==> src/rtl/ss_game_pkg.sv <==
// Shared constants for the SubtractSquare turn controller: FSM encodings,
// player identifiers and the forced-move input value.
package ss_game_pkg;

  typedef logic [3:0] state_t;

  localparam state_t IDLE      = 4'd0;
  localparam state_t RST_MV    = 4'd1;
  localparam state_t ARM       = 4'd2;
  localparam state_t INIT_WAIT = 4'd3;
  localparam state_t TURN_WAIT = 4'd4;
  localparam state_t ISSUE     = 4'd5;
  localparam state_t SETTLE    = 4'd6;
  localparam state_t CHECK     = 4'd7;
  localparam state_t ROUND_END = 4'd8;
  localparam state_t MATCH_END = 4'd9;

  localparam logic PLAYER_1 = 1'b0;
  localparam logic PLAYER_2 = 1'b1;

  // single_move rejects a zero root, so loading it yields the forced move
  localparam logic [3:0] FORCED_INPUT = 4'd0;

endpackage

==> src/rtl/game_turn_controller_if.sv <==
// Keypad, single_move and status signals of the turn controller.
// slave = controller side, master = board / environment side.
interface game_turn_controller_if;
  logic       start;
  logic       p1_load;
  logic       p2_load;
  logic [3:0] p1_input;
  logic [3:0] p2_input;
  logic [7:0] game_state;
  logic       move_reset;
  logic       move_start;
  logic       move_load;
  logic [3:0] move_input;
  logic       turn;
  logic       timeout_flag;
  logic       round_over;
  logic       round_winner;
  logic [3:0] p1_score;
  logic [3:0] p2_score;
  logic       match_over;

  modport slave (
    input  start, p1_load, p2_load, p1_input, p2_input, game_state,
    output move_reset, move_start, move_load, move_input, turn, timeout_flag,
           round_over, round_winner, p1_score, p2_score, match_over
  );

  modport master (
    output start, p1_load, p2_load, p1_input, p2_input, game_state,
    input  move_reset, move_start, move_load, move_input, turn, timeout_flag,
           round_over, round_winner, p1_score, p2_score, match_over
  );
endinterface

==> src/rtl/turn_timer.sv <==
// Saturating cycle counter with a terminal-count flag. Counts while enabled,
// holds at COUNT-1 (never wraps), and returns to zero on clear.
module turn_timer #(
  parameter int          CNT_W = 28,
  parameter int unsigned COUNT = 150000000
) (
  input  logic clk,
  input  logic reset_n,
  input  logic clear,
  input  logic enable,
  output logic tc
);
  localparam logic [CNT_W-1:0] LAST = CNT_W'(COUNT - 1);

  logic [CNT_W-1:0] cnt_q;

  // count up while enabled, stop at the last value
  always_ff @(posedge clk or posedge reset_n) begin
    if (reset_n)                     cnt_q <= '0;
    else if (clear)                  cnt_q <= '0;
    else if (enable && cnt_q != LAST) cnt_q <= cnt_q + CNT_W'(1);
  end

  assign tc = enable && (cnt_q == LAST);
endmodule

==> src/rtl/game_turn_controller.sv <==
// Runs single_move through two-player SubtractSquare matches: routes the
// active player's key, forces a move on turn timeout, scores rounds and
// re-arms single_move until one player reaches WIN_SCORE.
module game_turn_controller
  import ss_game_pkg::*;
#(
  parameter int          CNT_W         = 28,
  parameter int unsigned TURN_TIMEOUT  = 150000000,
  parameter int unsigned SETTLE_CYCLES = 4,
  parameter int unsigned WIN_SCORE     = 3
) (
  input logic                   clk,
  input logic                   reset_n,
  game_turn_controller_if.slave bus
);
  localparam int         SET_W = $clog2(SETTLE_CYCLES) + 1;
  localparam logic [3:0] WIN   = 4'(WIN_SCORE);

  state_t     state_q, state_d;
  logic       start_q, p1_load_q, p2_load_q;
  logic       turn_q, turn_d;
  logic [3:0] mv_in_q, mv_in_d;
  logic       to_flag_q, to_flag_d;
  logic       rnd_over_q, rnd_over_d;
  logic       rnd_win_q, rnd_win_d;
  logic [3:0] p1_sc_q, p1_sc_d;
  logic [3:0] p2_sc_q, p2_sc_d;
  logic       match_q, match_d;

  logic       start_ev, p1_ev, p2_ev, act_ev;
  logic [3:0] act_in;
  logic       turn_tc, settle_tc, settling, score_hit;

  assign start_ev  = bus.start   & ~start_q;
  assign p1_ev     = bus.p1_load & ~p1_load_q;
  assign p2_ev     = bus.p2_load & ~p2_load_q;
  // only the active player's key counts, even on a simultaneous press
  assign act_ev    = (turn_q == PLAYER_2) ? p2_ev : p1_ev;
  assign act_in    = (turn_q == PLAYER_2) ? bus.p2_input : bus.p1_input;
  assign settling  = (state_q == INIT_WAIT) || (state_q == SETTLE);
  assign score_hit = (p1_sc_q == WIN) || (p2_sc_q == WIN);

  turn_timer #(.CNT_W(CNT_W), .COUNT(TURN_TIMEOUT)) u_turn_tmr (
    .clk     (clk),
    .reset_n (reset_n),
    .clear   (state_q != TURN_WAIT),
    .enable  (state_q == TURN_WAIT),
    .tc      (turn_tc)
  );

  // same counter gives the wait for single_move's output to settle
  turn_timer #(.CNT_W(SET_W), .COUNT(SETTLE_CYCLES)) u_settle_tmr (
    .clk     (clk),
    .reset_n (reset_n),
    .clear   (!settling),
    .enable  (settling),
    .tc      (settle_tc)
  );

  // key edge detectors
  always_ff @(posedge clk or posedge reset_n) begin
    if (reset_n) begin
      start_q   <= 1'b0;
      p1_load_q <= 1'b0;
      p2_load_q <= 1'b0;
    end else begin
      start_q   <= bus.start;
      p1_load_q <= bus.p1_load;
      p2_load_q <= bus.p2_load;
    end
  end

  // match sequencing: next state, turn, latched move and scores
  always_comb begin
    state_d    = state_q;
    turn_d     = turn_q;
    mv_in_d    = mv_in_q;
    to_flag_d  = 1'b0;
    rnd_over_d = rnd_over_q;
    rnd_win_d  = rnd_win_q;
    p1_sc_d    = p1_sc_q;
    p2_sc_d    = p2_sc_q;
    match_d    = match_q;
    case (state_q)
      IDLE: if (start_ev) begin
        p1_sc_d = 4'd0;
        p2_sc_d = 4'd0;
        turn_d  = PLAYER_1;
        state_d = RST_MV;
      end
      RST_MV: state_d = ARM;
      ARM:    state_d = INIT_WAIT;
      // a zero starting pile is unplayable, so re-arm single_move
      INIT_WAIT: if (settle_tc) state_d = (bus.game_state == 8'd0) ? RST_MV : TURN_WAIT;
      TURN_WAIT: begin
        if (act_ev) begin
          mv_in_d = act_in;
          state_d = ISSUE;
        end else if (turn_tc) begin
          mv_in_d   = FORCED_INPUT;
          to_flag_d = 1'b1;
          state_d   = ISSUE;
        end
      end
      ISSUE:  state_d = SETTLE;
      SETTLE: if (settle_tc) state_d = CHECK;
      CHECK: begin
        if (bus.game_state == 8'd0) begin
          // the mover emptied the pile and takes the round
          if (turn_q == PLAYER_1) begin
            if (p1_sc_q < WIN) p1_sc_d = p1_sc_q + 4'd1;
          end else begin
            if (p2_sc_q < WIN) p2_sc_d = p2_sc_q + 4'd1;
          end
          rnd_win_d  = turn_q;
          rnd_over_d = 1'b1;
          state_d    = ROUND_END;
        end else begin
          turn_d  = ~turn_q;
          state_d = TURN_WAIT;
        end
      end
      ROUND_END: begin
        if (score_hit) begin
          match_d = 1'b1;
          state_d = MATCH_END;
        end else if (start_ev) begin
          rnd_over_d = 1'b0;
          turn_d     = ~rnd_win_q;
          state_d    = RST_MV;
        end
      end
      MATCH_END: if (start_ev) begin
        p1_sc_d    = 4'd0;
        p2_sc_d    = 4'd0;
        rnd_over_d = 1'b0;
        match_d    = 1'b0;
        state_d    = RST_MV;
      end
      default: state_d = IDLE;
    endcase
  end

  // state and status registers
  always_ff @(posedge clk or posedge reset_n) begin
    if (reset_n) begin
      state_q    <= IDLE;
      turn_q     <= PLAYER_1;
      mv_in_q    <= 4'd0;
      to_flag_q  <= 1'b0;
      rnd_over_q <= 1'b0;
      rnd_win_q  <= 1'b0;
      p1_sc_q    <= 4'd0;
      p2_sc_q    <= 4'd0;
      match_q    <= 1'b0;
    end else begin
      state_q    <= state_d;
      turn_q     <= turn_d;
      mv_in_q    <= mv_in_d;
      to_flag_q  <= to_flag_d;
      rnd_over_q <= rnd_over_d;
      rnd_win_q  <= rnd_win_d;
      p1_sc_q    <= p1_sc_d;
      p2_sc_q    <= p2_sc_d;
      match_q    <= match_d;
    end
  end

  assign bus.move_reset   = (state_q == IDLE) || (state_q == RST_MV);
  assign bus.move_start   = (state_q == ARM);
  assign bus.move_load    = (state_q == ISSUE);
  assign bus.move_input   = mv_in_q;
  assign bus.turn         = turn_q;
  assign bus.timeout_flag = to_flag_q;
  assign bus.round_over   = rnd_over_q;
  assign bus.round_winner = rnd_win_q;
  assign bus.p1_score     = p1_sc_q;
  assign bus.p2_score     = p2_sc_q;
  assign bus.match_over   = match_q;
endmodule

==> src/flat_wrapper.sv <==
// flat-port wrapper written by rule: the top's interface ports become plain ports
module game_turn_controller_flat import ss_game_pkg::*;
#(
  parameter int          CNT_W         = 28,
  parameter int unsigned TURN_TIMEOUT  = 150000000,
  parameter int unsigned SETTLE_CYCLES = 4,
  parameter int unsigned WIN_SCORE     = 3
)
  (clk, reset_n, bus_start, bus_p1_load, bus_p2_load, bus_p1_input, bus_p2_input, bus_game_state, bus_move_reset, bus_move_start, bus_move_load, bus_move_input, bus_turn, bus_timeout_flag, bus_round_over, bus_round_winner, bus_p1_score, bus_p2_score, bus_match_over);
  game_turn_controller_if bus_i ();
  input logic clk;
  input logic reset_n;
  input wire logic [$bits(bus_i.start)-1:0] bus_start;
  input wire logic [$bits(bus_i.p1_load)-1:0] bus_p1_load;
  input wire logic [$bits(bus_i.p2_load)-1:0] bus_p2_load;
  input wire logic [$bits(bus_i.p1_input)-1:0] bus_p1_input;
  input wire logic [$bits(bus_i.p2_input)-1:0] bus_p2_input;
  input wire logic [$bits(bus_i.game_state)-1:0] bus_game_state;
  output wire logic [$bits(bus_i.move_reset)-1:0] bus_move_reset;
  output wire logic [$bits(bus_i.move_start)-1:0] bus_move_start;
  output wire logic [$bits(bus_i.move_load)-1:0] bus_move_load;
  output wire logic [$bits(bus_i.move_input)-1:0] bus_move_input;
  output wire logic [$bits(bus_i.turn)-1:0] bus_turn;
  output wire logic [$bits(bus_i.timeout_flag)-1:0] bus_timeout_flag;
  output wire logic [$bits(bus_i.round_over)-1:0] bus_round_over;
  output wire logic [$bits(bus_i.round_winner)-1:0] bus_round_winner;
  output wire logic [$bits(bus_i.p1_score)-1:0] bus_p1_score;
  output wire logic [$bits(bus_i.p2_score)-1:0] bus_p2_score;
  output wire logic [$bits(bus_i.match_over)-1:0] bus_match_over;
  assign bus_i.start = bus_start;
  assign bus_i.p1_load = bus_p1_load;
  assign bus_i.p2_load = bus_p2_load;
  assign bus_i.p1_input = bus_p1_input;
  assign bus_i.p2_input = bus_p2_input;
  assign bus_i.game_state = bus_game_state;
  assign bus_move_reset = bus_i.move_reset;
  assign bus_move_start = bus_i.move_start;
  assign bus_move_load = bus_i.move_load;
  assign bus_move_input = bus_i.move_input;
  assign bus_turn = bus_i.turn;
  assign bus_timeout_flag = bus_i.timeout_flag;
  assign bus_round_over = bus_i.round_over;
  assign bus_round_winner = bus_i.round_winner;
  assign bus_p1_score = bus_i.p1_score;
  assign bus_p2_score = bus_i.p2_score;
  assign bus_match_over = bus_i.match_over;
  game_turn_controller #(.CNT_W(CNT_W), .TURN_TIMEOUT(TURN_TIMEOUT), .SETTLE_CYCLES(SETTLE_CYCLES), .WIN_SCORE(WIN_SCORE)) u_core (.clk(clk), .reset_n(reset_n), .bus(bus_i));
endmodule
==> config.mk <==
export PLATFORM = sky130hd
export DESIGN_NAME = game_turn_controller_flat
export DESIGN_NICKNAME = d
export VERILOG_FILES = /design/src/rtl/ss_game_pkg.sv /design/src/rtl/game_turn_controller_if.sv /design/src/rtl/turn_timer.sv /design/src/rtl/game_turn_controller.sv /design/src/flat_wrapper.sv
export SDC_FILE = /design/constraint.sdc
export NUM_CORES = 1
export LEC_CHECK = 0
export ABC_AREA = 0
export BUFFER_PORTS_ARGS = -buffer_cell sky130_fd_sc_hd__buf_4
export CAP_MARGIN = 25
export CORE_MARGIN = 4
export CORE_UTILIZATION = 55
export CTS_BUF_LIST = sky130_fd_sc_hd__clkbuf_8
export DETAILED_ROUTE_END_ITERATION = 10
export PLACE_DENSITY = 0.87
export REMOVE_ABC_BUFFERS = 1
export SETUP_SLACK_MARGIN = 0.2
export SLEW_MARGIN = 25
export SYNTH_ARGS = -nofsm -noshare
export SYNTH_HDL_FRONTEND = slang
export SYNTH_SLANG_ARGS = --single-unit
==> constraint.sdc <==
create_clock -name clk -period 2.6 [get_ports clk]
set_input_delay 0.26 -clock clk [delete_from_list [all_inputs] [get_ports clk]]
set_output_delay 0.26 -clock clk [all_outputs]
set_load 0.05 [all_outputs]
==> flow_summary.json <==
{
  "period_needed_ps": 2210,
  "power_mw": 2.41,
  "swShare": 0.383,
  "diodes": 0,
  "finalSetupViolCount": 0,
  "violations": "hold timing",
  "r2r_cells": 5,
  "ios": 41,
  "drive_gt1_frac": 0.188,
  "synth_enable_flop_cells": 0,
  "endpoint_kind": "flip-flop",
  "grt_usage": 0.212,
  "max_cap_viol_count": 0,
  "final_area_sq_mm": 0.00329,
  "synth_cell_types": 46,
  "syn_avg_cell_area_sq_um": 9.70,
  "preCtsSetupSlack_ps": 406,
  "seq_power_share": 0.439,
  "grt_max_degree": 30,
  "vdd_drop_max_mv": 0.414,
  "cts-resized-gates": 0,
  "place.gp.congestion": 0.865,
  "via_per_inst": 5.83,
  "worst_slack_ps": 391,
  "cts_max_level": 2,
  "arrival_ps": 2390,
  "cts_made_buffers": 5,
  "fmax_mhz": 453,
  "synth.cell_area_sq_mm": 0.00282,
  "ant_nets": 0,
  "post_cts.repair.setup_buffers": 0,
  "start_util": 0.582,
  "die_h_um": 79.7,
  "ys.flop_type": "dfrtp_1",
  "clkTransAtPathRegs_ps": 110,
  "synthCells": 291,
  "tns_ps": 0,
  "power_density_mw_per_mm2": 733,
  "hold_viol": 5,
  "p_clk_frac": 0.199,
  "cts_root_buf": "clkbuf_8",
  "cts_tree": "yes",
  "dpl_cell_area_sq_mm": 0.00320,
  "min_period_over_period": 0.850,
  "grt_pass1_vias": 2334,
  "antenna_found_initial": 0,
  "drt-total-wl_mm": 6.34,
  "synthArstFlopShare": 1.00,
  "drc": 0,
  "fin_hold_ws_ps": -2.31,
  "ctsHoldBuffers": 0,
  "grt_pass1_wl_mm": 10.7,
  "hpwl_mm": 4.59,
  "cp.required_ps": 2780,
  "drt-initial-drc-count": 157,
  "relSlewSlack": 0.559,
  "ys_ff_latch": 55,
  "ys_seq_area_frac": 0.487,
  "hp-class": "input port to asynchronous set/reset pin",
  "finClkSkew_ps": 12.3,
  "p_leak_nw": 1.48,
  "tightestPinTransition_ps": 659,
  "portBuffers": 40,
  "cts.sinks": 55,
  "status": "complete, but fails checks",
  "syn_to_final_growth_pct": 16.7,
  "die_w_um": 79.7,
  "report.final.slew_viol_count": 0,
  "startpoint_type": "flip-flop",
  "vias": 2316,
  "dieArea_sq_mm": 0.00634,
  "clk_latency_ps": 310,
  "nets": 355,
  "p_switching_uw": 925,
  "rows": 25,
  "p_int_mw": 1.49,
  "crit_type": "flip-flop to flip-flop",
  "crit_fanout": 20,
  "grt_overflow": 0,
  "first_pass_iters": 4,
  "comb_power_share": 0.361,
  "rsz0062_at_grt": "false",
  "core_sq_mm": 0.00485,
  "wire_per_inst_um": 16.0,
  "cts_max_path_buffers": 2,
  "yosysWarnings": 0
}
[logic make-up (layout without fill, tap and decap cells)]
family | after synthesis | count (layout) | share of synthesized area
compound gates | 37 | 37 | 0.0868
xor+xnor | 23 | 23 | 0.0713
fa+ha+maj | 5 | 5 | 0.0222
buf+inv | 22 | 61 | 0.0337
flops | 55 | 55 | 0.487
mux | 9 | 9 | 0.0341
simple gates | 140 | 140 | 0.265
[power by group through the flow]
stage	sequential [mW]	combinational, mW	clock [mW]
4_1_cts	1.06	0.879	0.484
5_1_grt	1.08	0.941	0.520
3_3_place_gp	1.07	0.842	0
2_1_floorplan	1.22	0.459	0
3_5_place_dp	1.08	0.875	0
6_report	1.06	0.872	0.482
[cell type report]
type | instances | area, sq um
clock buffers | 5 | 68.8
clock inverters | 3 | 25.0
fillers | 382 | 1550
inverters | 6 | 22.5
multi-input cells | 214 | 1350
flip-flops and latches | 55 | 1380
well taps | 67 | 83.8
repair buffers | 47 | 365
[layout by cell type, fill, tap and decap left out, types with 4 or more instances in the layout]
cell type / instances
a31oi_1: 4
nand4_1: 10
mux2i_1: 7
nor3_1: 12
nand2_1: 19
o21ai_0: 12
ha_1: 5
dfrtp_1: 55
nand2b_1: 4
and2_1: 5
inv_1: 5
and3_1: 6
or3_1: 5
o22ai_1: 5
buf_4: 46
xor2_1: 21
nand3_1: 18
nor2_1: 37
clkbuf_8: 5
a21oi_1: 7
and4_1: 4
[through the flow]
| step | std cells | hold WS, ps | util |
|---|---|---|---|
| 2_1_floorplan | 275 | 291 | - |
| 3_3_place_gp | 389 | 365 | 0.660 |
| 3_5_place_dp | 389 | 363 | 0.660 |
| 4_1_cts | 397 | 22.4 | 0.679 |
| 5_1_grt | 397 | 44.4 | 0.679 |
| 6_report | 397 | -2.31 | 0.679 |
[Yosys cell counts (2+ instances only)]
cell / n / area share
or4_1: 2 / 0.0053
o22ai_1: 5 / 0.011
nand4b_1: 2 / 0.0062
nor4_1: 2 / 0.0044
and3_1: 6 / 0.013
nand2_1: 19 / 0.025
clkbuf_1: 10 / 0.013
o32ai_1: 3 / 0.0093
and2_1: 5 / 0.011
a21oi_1: 7 / 0.012
nand2b_1: 4 / 0.0089
nand3b_1: 2 / 0.0053
nor4b_1: 2 / 0.0062
inv_1: 6 / 0.0080
a31oi_1: 4 / 0.0089
xor2_1: 21 / 0.065
o21ai_0: 12 / 0.021
nand4_1: 10 / 0.022
nor2b_1: 3 / 0.0066
nand3_1: 18 / 0.032
buf_2: 4 / 0.0071
mux2i_1: 7 / 0.025
and4_1: 4 / 0.012
or3_1: 5 / 0.011
nor2_1: 37 / 0.049
ha_1: 5 / 0.022
dfrtp_1: 55 / 0.49
xnor2_1: 2 / 0.0062
nor3_1: 12 / 0.021
[flip-flops by register name, summed over array words and instances, names as in the netlist]
name and count:
u_core.bus.match_over 1, u_core.start_q 1, u_core.bus.p2_score 4, u_core.bus.p1_score 4, u_core.bus.turn 1, u_core.u_turn_tmr.cnt_q 28, u_core.bus.move_input 4, u_core.bus.round_over 1
u_core.p1_load_q 1, u_core.state_q 4, u_core.u_settle_tmr.cnt_q 3, u_core.bus.timeout_flag 1, u_core.bus.round_winner 1, u_core.p2_load_q 1
[per-layer routing]
| metal | vias up | GRT usage | part of all wire |
|---|---|---|---|
| met5 | - | 0 | 0 |
| met4 | 0 | 0.0808 | 0.018 |
| met3 | 13 | 0.0384 | 0.044 |
| met2 | 59 | 0.366 | 0.53 |
| met1 | 1137 | 0.262 | 0.41 |
| li1 | 1107 | - | - |
[worst paths after layout]
kind / from / end / slack [ps]
max: u_core.state_q[3] / u_core.bus.move_input[3] / 390
max reg2reg: u_core.state_q[3] / u_core.bus.move_input[3] / 390
max in group asynchronous: reset_n / u_core.u_turn_tmr.cnt_q[12] / 2040
min: reset_n / u_core.bus.match_over / -2
min reg2reg: u_core.bus.p1_score[3] / u_core.bus.p1_score[3] / 530
min in group clk: bus_p2_load / u_core.p2_load_q / 50
[critical path, cell delays in order (launching register included)]
cell     delay (ps)
dfrtp_1         520
or4b_1          660
buf_4           260
nor4_1          350
buf_4           200
o22ai_1          80
Note: power is estimated with default switching activity, not from simulation.
